### config.mk
export PLATFORM = sky130hd
export DESIGN_NAME = bsg_acm_array_ctrl
export DESIGN_NICKNAME = d
export VERILOG_FILES = /design/src/rtl/bsg_acm_array_ctrl.sv
export SDC_FILE = /design/constraint.sdc
export NUM_CORES = 1
export LEC_CHECK = 0
export ABC_AREA = 1
export ABC_CLOCK_PERIOD_IN_PS = 1500
export BUFFER_PORTS_ARGS = -buffer_cell sky130_fd_sc_hd__buf_2
export CAP_MARGIN = 20
export CELL_PAD_IN_SITES_DETAIL_PLACEMENT = 1
export CELL_PAD_IN_SITES_GLOBAL_PLACEMENT = 1
export CORE_ASPECT_RATIO = 1.75
export CORE_MARGIN = 3
export CORE_UTILIZATION = 34
export DETAILED_ROUTE_END_ITERATION = 8
export PLACE_DENSITY = 0.76
export SLEW_MARGIN = 20
export SYNTH_ARGS = -nofsm -noshare
export SYNTH_HDL_FRONTEND = slang
export SYNTH_SLANG_ARGS = --single-unit
### constraint.sdc
create_clock -name clk_i -period 1.5 [get_ports clk_i]
set_input_delay 0.3 -clock clk_i [delete_from_list [all_inputs] [get_ports clk_i]]
set_output_delay 0.3 -clock clk_i [all_outputs]
set_load 0.01 [all_outputs]
### src/rtl/bsg_acm_array_ctrl.sv
// bsg_acm_array_ctrl: sequencer for a width_p x height_p ACM pixel-cell array.
// Frame flow: IDLE -> LOAD (one row per beat) -> RUN (iters enable cycles)
// -> DRAIN (stream rows out) -> IDLE with a one-cycle done_o pulse.
// Optional feature macro: BSG_ACM_CTRL_ABORT_EN adds abort_i, which drops any
// in-flight frame back to IDLE without a done_o pulse.
module bsg_acm_array_ctrl #(
   parameter  int width_p      = 8,
   parameter  int height_p     = 8,
   parameter  int iter_width_p = 16,
   localparam int row_w_lp     = (height_p > 1) ? $clog2(height_p) : 1
) (
   input  logic                    clk_i,
   input  logic                    reset_n_i,
`ifdef BSG_ACM_CTRL_ABORT_EN
   input  logic                    abort_i,
`endif
   input  logic                    cfg_v_i,
   input  logic [iter_width_p-1:0] cfg_iters_i,
   output logic                    busy_o,
   input  logic                    load_v_i,
   input  logic [width_p-1:0]      load_data_i,
   output logic                    load_ready_o,
   output logic [height_p-1:0]     update_row_o,
   output logic [width_p-1:0]      update_val_o,
   output logic                    en_o,
   output logic [row_w_lp-1:0]     rd_row_o,
   input  logic [width_p-1:0]      rd_data_i,
   output logic                    out_v_o,
   output logic [width_p-1:0]      out_data_o,
   input  logic                    out_yumi_i,
   output logic                    done_o
);

   typedef enum logic [1:0] {
      IDLE  = 2'd0,
      LOAD  = 2'd1,
      RUN   = 2'd2,
      DRAIN = 2'd3
   } state_e;

   state_e                  state_q, state_n;
   logic [row_w_lp-1:0]     row_q, row_n;
   logic [iter_width_p-1:0] iter_q, iter_n;
   logic [iter_width_p-1:0] iters_q, iters_n;
   logic                    done_q, done_n;
   logic                    beat;
   logic                    row_last;
   logic                    abort_w;

`ifdef BSG_ACM_CTRL_ABORT_EN
   assign abort_w = abort_i;
`else
   assign abort_w = 1'b0;
`endif

   assign row_last = (row_q == row_w_lp'(height_p - 1));

   // Next-state and control outputs; abort overrides everything outside IDLE.
   always_comb begin
      state_n      = state_q;
      row_n        = row_q;
      iter_n       = iter_q;
      iters_n      = iters_q;
      done_n       = 1'b0;
      load_ready_o = 1'b0;
      en_o         = 1'b0;
      out_v_o      = 1'b0;
      beat         = 1'b0;
      case (state_q)
         IDLE: begin
            // abort held in IDLE suppresses a simultaneous start request
            if (cfg_v_i && !abort_w) begin
               iters_n = cfg_iters_i;
               row_n   = '0;
               state_n = LOAD;
            end
         end
         LOAD: begin
            load_ready_o = 1'b1;
            beat         = load_v_i;
            if (beat) begin
               if (row_last) begin
                  row_n   = '0;
                  iter_n  = iters_q;
                  state_n = (iters_q != '0) ? RUN : DRAIN;
               end else begin
                  row_n = row_q + row_w_lp'(1);
               end
            end
         end
         RUN: begin
            en_o = 1'b1;
            if (iter_q == iter_width_p'(1)) begin
               iter_n  = '0;
               state_n = DRAIN;
            end else begin
               iter_n = iter_q - iter_width_p'(1);
            end
         end
         DRAIN: begin
            out_v_o = 1'b1;
            if (out_yumi_i) begin
               if (row_last) begin
                  row_n   = '0;
                  state_n = IDLE;
                  done_n  = 1'b1;
               end else begin
                  row_n = row_q + row_w_lp'(1);
               end
            end
         end
         default: state_n = IDLE;
      endcase
      if (abort_w && (state_q != IDLE)) begin
         state_n = IDLE;
         row_n   = '0;
         iter_n  = '0;
         done_n  = 1'b0;
      end
   end

   // State, counters, latched iteration count and done pulse.
   always_ff @(posedge clk_i or negedge reset_n_i) begin
      if (!reset_n_i) begin
         state_q <= IDLE;
         row_q   <= '0;
         iter_q  <= '0;
         iters_q <= '0;
         done_q  <= 1'b0;
      end else begin
         state_q <= state_n;
         row_q   <= row_n;
         iter_q  <= iter_n;
         iters_q <= iters_n;
         done_q  <= done_n;
      end
   end

   // One-hot row strobe, qualified by the load beat so cells capture in-edge.
   for (genvar r = 0; r < height_p; r++) begin : g_row
      assign update_row_o[r] = beat & (row_q == row_w_lp'(r));
   end

   assign busy_o       = (state_q != IDLE);
   assign update_val_o = load_data_i;
   assign rd_row_o     = row_q;
   assign out_data_o   = rd_data_i;
   assign done_o       = done_q;

`ifndef SYNTHESIS
   // Consumer may only take a row that is being offered.
   always @(posedge clk_i) begin
      if (reset_n_i) begin
         assert (!(out_yumi_i && !out_v_o))
            else $error("bsg_acm_array_ctrl: out_yumi_i asserted without out_v_o");
      end
   end
`endif

endmodule

* After elaboration in Yosys (flattened, before gate mapping) *
Index checks and enable logic that the tools add are counted.

word-level totals
  output and inout bits = 32
  register bits = 38
  logic and storage cells = 66

cells by class
  add/sub/neg operators = 2
  eq/ne operators = 17
  bitwise operators = 8
  reduce and logical (&&, ||, !) cells = 10
  multiplexer cells = 24

operators with widths
  operator                                               count
  two-way mux 16 bit                                     3
  one-hot mux 16 bit (2 select lines)                    1
  equality test 16 x 1 -> 1 bit (second input constant)  1
  nonzero test 16 bit                                    1
  subtractor 16 x 1 -> 16 bit (second input constant)    1
  equality test 3 bit (second input constant)            4
  two-way mux 2 bit                                      6
  two-way mux 3 bit                                      4
  != test 2 bit (second input constant)                  6
  one-hot mux 3 bit (3 select lines)                     1
  bitwise AND 1 bit                                      8
  two-way mux 1 bit                                      8
  one-hot mux 2 bit (4 select lines)                     1
  equality test 3 x 2 -> 1 bit (second input constant)   2
  AND reduction 6 bit                                    1
  equality test 2 bit (second input constant)            2
  AND reduction 4 bit                                    1
  nonzero test 2 bit                                     2
  adder 3 x 1 -> 3 bit (second input constant)           1
  equality test 3 x 1 -> 1 bit (second input constant)   1
  zero test 3 bit                                        1
  AND reduction 3 bit                                    1
  nonzero test 3 bit                                     1
  equality test 2 x 1 -> 1 bit (second input constant)   1
  2 further kinds                                        2

* Longest topological paths before layout *
Gate-level depths: netlist of the first run.

  word-level depth = 5
  depth in mapped cells = 9
  gate-level depth less buffers = 9

* Worst setup path before layout of the first run *
OpenSTA, ideal clock, no wires.

  kind = reg2reg
  start point = register state_q[0]
  end point = register iters_q[10]
  buffers on the path = 1
  arrival = 1,461 ps
  path slack = -86 ps
  stages on the path, launching flop included = 6
  setup time = 125 ps
  period minus slack after synthesis = 1,586 ps
  cells stage by stage = dfrtp_1 > inv_1 > ha_1 > nand2_1 > buf_2 > mux2_2

on the way
  cells in the longest elaborated chain, start to end = 2

ends and longest elaborated chain
  element                        line  text
  start, declared                41    state_e state_q, state_n;
  start signal, assigned         131   state_q <= state_n;
  zero test 2 bit                69    case (state_q)
  AND reduction 2 bit (no line)  -
  end signal, assigned           134   iters_q <= iters_n;
  end, declared                  44    logic [iter_width_p-1:0] iters_q, iters_n;

Every way passes these cells.
A chain may end at the register's enable or synchronous reset.

* Final worst setup path of the first run *
  start point = register row_q[1], in the netlist rd_row_o[1]
  end point = output port update_row_o[4]

on the way
  cells in the longest elaborated chain, start to end = 2

ends and longest elaborated chain
  element                 line  text
  start, declared         42    logic [row_w_lp-1:0] row_q, row_n;
  start signal, assigned  132   row_q <= row_n;
  equality test 3 bit     141   assign update_row_o[r] = beat & (row_q == row_w_lp'(r));
  bitwise AND 1 bit       141
  end, declared           23    output logic [height_p-1:0] update_row_o,

Every way passes these cells.

==> impl_metrics.env, run 1 <==
export IMPL_status="finished, violations left"
export IMPL_violations="negative setup slack"
export IMPL_core_um2=6910
export IMPL_synth_area_um2=2430
export IMPL_async_flop_share_pct=100
export IMPL_io_pins=69
export IMPL_cts_root_buf="clkbuf_16"
export IMPL_clk_latency_ns=0.30
export IMPL_cts_htree_levels=2
export IMPL_drt_iter0_drc=190
export IMPL_clk_transition_reported_paths_ns=0.07
export IMPL_synth_area_per_cell_um2=7.99
export IMPL_synth_edf_count=0
export IMPL_slew_viol_final=0
export IMPL_crit_path_end_kind="primary output"
export IMPL_grt_busiest_layer="met2"
export IMPL_grt_overflow_total=0
export IMPL_hold_viol=0
export IMPL_vdd_drop_max_mv=1.29
export IMPL_synth_cells=304
export IMPL_period_minus_slack_ns=1.81
export IMPL_clock_sinks=38
export IMPL_numPortBuffers=36
export IMPL_grtUsageMet3_pct=4.36
export IMPL_min_path_cells=2
export IMPL_layout_common_cells="nand2_1 (42), nor2_1 (36), dfrtp_1 (36), buf_2 (30), buf_4 (29)"
export IMPL_hold_end="iters_q[11]"
export IMPL_place_gp_congestion=0.794
export IMPL_met2_usage_pct=46.9
export IMPL_yosysWarnings=0
export IMPL_placed_cells=434
export IMPL_muxShareOfSynthArea_pct=6.95
export IMPL_finalCritPeriodShare_pct=121
export IMPL_crit_type="reg -> out"
export IMPL_slowest_delay_ns=0.45
export IMPL_fin_skew_ns=0.00857
export IMPL_grt_pass1_wl_um=15100
export IMPL_synthFlopType="dfrtp_1"
export IMPL_areaGrowthSynthToFinish_pct=64.4
export IMPL_clockBufferDepth=2
export IMPL_worst_slew_pin_slew_ns=0.332
export IMPL_antenna_found_initial=0
export IMPL_wirelength_um=12100
export IMPL_fp_dieArea_um2=8240
export IMPL_synthSimpleGateAreaFrac_pct=25.8
export IMPL_multi_input_area_um2=1850
export IMPL_drcViolationCount=0
export IMPL_start_util_pct=35.2
export IMPL_syn_nets=354
export IMPL_max_freq_mhz=553
export IMPL_ff2ff_setup_slack_ns=-0.29
export IMPL_use_met1_pct=22.5
export IMPL_layout_commonest_cell="nand2_1"
export IMPL_n_antenna_cell=0
export IMPL_setup_ws_ns=-0.308
export IMPL_synth_cell_types=29
export IMPL_reg2reg_depth=8
export IMPL_synth_fa_ha_area_share_pct=6.69
export IMPL_relSlewSlack_pct=77.6
export IMPL_synth_xor_area_share_pct=2.16
export IMPL_drive_gt1_share_pct=60.0
export IMPL_synth_compound_area_share_pct=8.75
export IMPL_pre_cts_ws_ns=-0.136
export IMPL_final_core_util_pct=57.8
export IMPL_crit_path_top_delay_cell="dfrtp_1"
export IMPL_reg2reg_from="state_q[1]"
export IMPL_ys_ff_latch=38
export IMPL_tritoncts="done"
export IMPL_grt_pass1_vias=2823
export IMPL_numCtsBuffers=5
export IMPL_place_area_um2=2840
export IMPL_min_path_type="in -> reg"
export IMPL_grt_max_degree=39
export IMPL_ant_nets=0
export IMPL_first_pass_iters=4
export IMPL_num_vias=2579
export IMPL_row_count=40
export IMPL_fillers=725
export IMPL_arrival_ns=1.51
export IMPL_post_dp_hpwl_um=5270
export IMPL_power_leakage_uw=0.00177
export IMPL_synth_top_family_by_area="simple AND/OR/NAND/NOR gates"
export IMPL_setup_violations=49
export IMPL_seqCellArea_um2=953
export IMPL_r2r_end="rd_row_o[2]"
export IMPL_path_cells="buf_6 > inv_6 > ha_4 > inv_4 > nor3_4 > buf_2"
export IMPL_maxCapViolCount=0
export IMPL_wl_per_cell_um=26.0
export IMPL_nNetsFinal=429
export IMPL_power_density_nw_per_um2=2320
export IMPL_viasPerCell=5.56
export IMPL_cp_required_ns=1.20
export IMPL_final_cells=464
export IMPL_grtUsageTotal_pct=23.8
export IMPL_die_y_um=118
export IMPL_stdcell_area_um2=4000
export IMPL_seq_area_frac_synth_pct=39.1
export IMPL_cp_start_kind="flip-flop"
export IMPL_rsz0062_at_grt="yes"
export IMPL_die_w_um=69.9
export IMPL_crit_fanout=3
export IMPL_hold_start="cfg_iters_i[11]"
[per-layer routing]
| metal | wire length [µm] | part of all wire [%] |
|---|---|---|
| met1 | 4310 | 36 |
| met2 | 6430 | 53 |
| met3 | 605 | 5.0 |
| met4 | 717 | 5.9 |
| met5 | 0 | 0 |
[worst max path at each step]
stage,from,to,slack [ns],cells past startpoint
floorplan,rd_row_o[0],iter_q[0],0.004,8
global placement,state_q[1],update_row_o[6],0.01,5
detailed placement,state_q[0],state_q[1],-0.14,8
CTS,rd_row_o[1],update_row_o[0],-0.23,6
global route,rd_row_o[0],update_row_o[7],-0.33,7
finish,rd_row_o[1],update_row_o[4],-0.31,6
[metrics by stage]
| stage | TNS, ns | hold slack [ns] | power (µW) |
|---|---|---|---|
| after floorplan | 0 | 0.00441 | 3810 |
| after global placement | 0 | 0.282 | 4800 |
| after detailed placement | -1.04 | 0.283 | 4970 |
| after CTS | -2.71 | 0.238 | 7140 |
| after global routing | -8.84 | 0.238 | 9620 |
| final | -8.18 | 0.236 | 9280 |
[layout make-up]
| class | count | area share (%) |
|---|---|---|
| well taps | 84 | 2.63 |
| clock inverters | 3 | 1.00 |
| multi-input cells | 218 | 46.2 |
| repair buffers | 89 | 19.6 |
| flip-flops and latches | 38 | 23.9 |
| inverters | 27 | 3.57 |
| clock buffers | 5 | 3.13 |
[cell families after synthesis]
family                   after synthesis
XOR/XNOR                               6
flip-flops                            38
adder cells (fa/ha/maj)               13
AND/OR/NAND/NOR                      146
AO/OA/AOI/OAI                         38
multiplexers                          15
buffers and inverters                 48
[Yosys cell counts, types with 2 or more instances]
cell      number  area share (%)
a21oi_1       30             6.2
a21oi_2        2            0.72
buf_2          2            0.41
buf_4         17             5.3
dfrtp_1       38              39
ha_1          13             6.7
inv_1         26             4.0
mux2_2        15             7.0
nand2_1       58             9.0
nand2_2        3            0.77
nand3_1       15             3.1
nand3b_1       2            0.62
nor2_1        51             7.9
nor2_2         3            0.77
nor2_4         2            0.93
nor3_1         8             1.6
o21ai_0        3            0.62
xor2_1         5             1.8
[critical path, delay by kind of cell (launching register included)]
kind	cells	cell delay, ns
adder cells (fa/ha/maj)	1	0.13
buffers and inverters	4	0.45
flip-flops	1	0.45
AND/OR/NAND/NOR	1	0.17
[what timing repair did]
action                                  in CTS  in global routing
buffers inserted                            12                 11
gates cloned                                 0                  2
pin swaps                                   19                 32
endpoints found under the hold margin       38                  0
endpoints found under the setup margin      40                 48
hold buffers                                 1                  0
gates resized for setup                     86                116
[flip-flops by register name, indices dropped and copies added, names as in the netlist]
register and count:
rd_row_o 3, iters_q 16, done_o 1, iter_q 16, state_q 2
[power breakdown]
| group | total [µW] | switching (µW) | internal (µW) |
|---|---|---|---|
| combinational | 5810 | 3170 | 2630 |
| sequential | 2200 | 680 | 1520 |
| clock | 1270 | 485 | 780 |
Power figures use the tool's default switching activity.
==> run 2, diff against run 1 <==
Settings changed: ABC_AREA 1 to unset, CORE_UTILIZATION 34 to 36, PLACE_DENSITY 0.76 to 0.77, SKIP_CTS_REPAIR_TIMING set to 1.
==> impl_metrics.env, run 2 <==
export IMPL_start_util_pct=38.0
export IMPL_syn_nets=288
export IMPL_nNetsFinal=404
export IMPL_post_dp_hpwl_um=6250
export IMPL_synth_top_cell_area_share_pct=39.6
export IMPL_layout_common_cells="buf_4 (75), dfrtp_1 (31), buf_2 (29), buf_6 (25), mux2_4 (18)"
export IMPL_period_minus_slack_ns=1.95
export IMPL_finalCritPeriodShare_pct=130
export IMPL_netlist_top_cells_area="dfrtp_1 (40%), mux2_2 (9.4%), ha_1 (6.8%)"
export IMPL_wl_per_cell_um=28.8
export IMPL_synth_xor_area_share_pct=0
export IMPL_grt_pass1_vias=2553
export IMPL_hold_viol=0
export IMPL_num_vias=2694
export IMPL_grt_overflow_total=0
export IMPL_synthSimpleGateAreaFrac_pct=18.3
export IMPL_startpoint="iter_q[1]"
export IMPL_n_antenna_cell=0
export IMPL_relSlewSlack_pct=71.2
export IMPL_crit_path_end_kind="flip-flop"
export IMPL_antenna_found_initial=0
export IMPL_reg2reg_depth=8
export IMPL_r2r_end="iter_q[14]"
export IMPL_synth_most_common_cell="dfrtp_1"
export IMPL_io_pins=69
export IMPL_yosysTopAreaCell="dfrtp_1"
export IMPL_worst_slew_pin_slew_ns=0.428
export IMPL_cts_htree_levels=2
export IMPL_numCtsBuffers=5
export IMPL_layout_commonest_cell="buf_4"
export IMPL_wirelength_um=12500
export IMPL_die_w_um=67.8
export IMPL_clk_transition_reported_paths_ns=0.08
export IMPL_seq_area_frac_synth_pct=39.6
export IMPL_slew_viol_final=0
export IMPL_row_count=38
export IMPL_clk_latency_ns=0.33
export IMPL_cp_required_ns=1.74
export IMPL_synth_top_cells_by_count="dfrtp_1 (38), mux2_2 (20), buf_4 (16), inv_1 (16), nor2_1 (16)"
export IMPL_synth_area_per_cell_um2=10.1
export IMPL_synth_cells=238
export IMPL_max_freq_mhz=514
export IMPL_synth_top_family_by_area="simple AND/OR/NAND/NOR gates"
export IMPL_cp_start_kind="flip-flop"
export IMPL_synth_fa_ha_area_share_pct=6.77
export IMPL_maxCapViolCount=0
export IMPL_place_gp_congestion=0.852
export IMPL_power_leakage_uw=0.00185
export IMPL_status="finished, violations left"
export IMPL_grt_max_degree=25
export IMPL_numPortBuffers=36
export IMPL_crit_type="reg -> reg"
export IMPL_core_um2=6320
export IMPL_tritoncts="done"
export IMPL_power_density_nw_per_um2=2510
export IMPL_hold_ws_ns=0.205
export IMPL_synth_compound_area_share_pct=15.7
export IMPL_ant_nets=0
export IMPL_reg2reg_from="iter_q[1]"
export IMPL_grt_pass1_wl_um=13200
export IMPL_setup_violations=49
export IMPL_fp_dieArea_um2=7730
export IMPL_ff2ff_setup_slack_ns=-0.45
export IMPL_power_total_uw=10100
export IMPL_vdd_drop_max_mv=1.69
export IMPL_ys_ff_latch=38
export IMPL_areaGrowthSynthToFinish_pct=67.6
export IMPL_fin_skew_ns=0.0175
export IMPL_rsz0062_at_grt="yes"
export IMPL_synth_area_um2=2400
export IMPL_final_cells=435
export IMPL_cts_root_buf="clkbuf_8"
export IMPL_async_flop_share_pct=100
export IMPL_viasPerCell=6.19
export IMPL_die_y_um=114
export IMPL_muxShareOfSynthArea_pct=9.79
export IMPL_crit_fanout=4
export IMPL_yosysWarnings=0
export IMPL_placed_cells=395
export IMPL_min_path_type="in -> reg"
export IMPL_violations="negative setup slack"
export IMPL_synth_edf_count=0
export IMPL_setup_ws_ns=-0.446
export IMPL_first_pass_iters=4
export IMPL_drcViolationCount=0
export IMPL_grtUsageTotal_pct=23.2
export IMPL_clock_sinks=38
export IMPL_arrival_ns=2.19
export IMPL_drt_iter0_drc=175
export IMPL_synth_cell_types=58
export IMPL_synthFlopType="dfrtp_1"
export IMPL_drive_gt1_share_pct=66.8
export IMPL_crit_path_end="iter_q[14]"
export IMPL_clockBufferDepth=2
==> run 2: worst min-delay path by stage <==
stage | startpoint | endpoint | slack, ns | cells past startpoint
global route | cfg_iters_i[1] | iters_q[1] | 0.20 | 2
finish | cfg_iters_i[7] | iters_q[7] | 0.21 | 2
global placement | reset_n_i | iters_q[6] | 0.23 | 1
detailed placement | reset_n_i | iter_q[14] | 0.25 | 1
floorplan | reset_n_i | done_o | 0.004 | 0
CTS | reset_n_i | iter_q[14] | -0.08 | 1
==> run 2: per-stage QoR <==
step	util, %	setup TNS, ns	instance area (µm²)	worst slack [ns]
floorplan	-	-2.23	2570	-0.209
global placement	49.9	-5.24	3160	-0.314
detailed placement	49.9	-7.04	3160	-0.359
CTS	51.3	-11.81	3250	-0.445
global route	63.7	-16.21	4030	-0.482
finish	63.7	-14.55	4030	-0.446
==> run 2: layout make-up <==
cell class | instances | area [µm²]
inverter | 16 | 70.1
sequential | 38 | 960
clock inverter | 1 | 5.00
clock buffer | 7 | 86.3
fill | 636 | 2300
timing repair buffer | 134 | 1080
tap | 80 | 100
multi-input combinational | 159 | 1720
==> run 2: layer usage <==
| metal | wire length, µm | track usage [%] | vias to the layer above |
|---|---|---|---|
| met3 | 752 | 3.63 | 70 |
| met1 | 4360 | 23.9 | 1359 |
| met2 | 6440 | 42.1 | 161 |
| met4 | 978 | 13.6 | 0 |
| met5 | 0 | 0 | - |
| li1 | - | - | 1104 |
==> run 2: power by group <==
part           leakage (µW)  switching, µW  internal (µW)
Clock             0.0000482            454            372
Sequential         0.000462            621           1520
Combinational       0.00134           3500           3630
Total               0.00185           4570           5520
==> run 2: kinds of logic (layout without fill, tap and decap cells) <==
logic type               after synthesis  after routing
AND/OR/NAND/NOR                       74             75
multiplexers                          21             21
buffers and inverters                 42            158
adder cells (fa/ha/maj)               13             13
AO/OA/AOI/OAI                         50             50
flip-flops                            38             38
==> run 2: critical path, stage by stage, from the launching register on <==
cell and delay (ns):
dfrtp_1 0.43, inv_2 0.10, buf_4 0.11, buf_4 0.11, ha_4 0.13, nor3b_4 0.24, nand4_1 0.22, o32a_1 0.42
o22ai_2 0.11
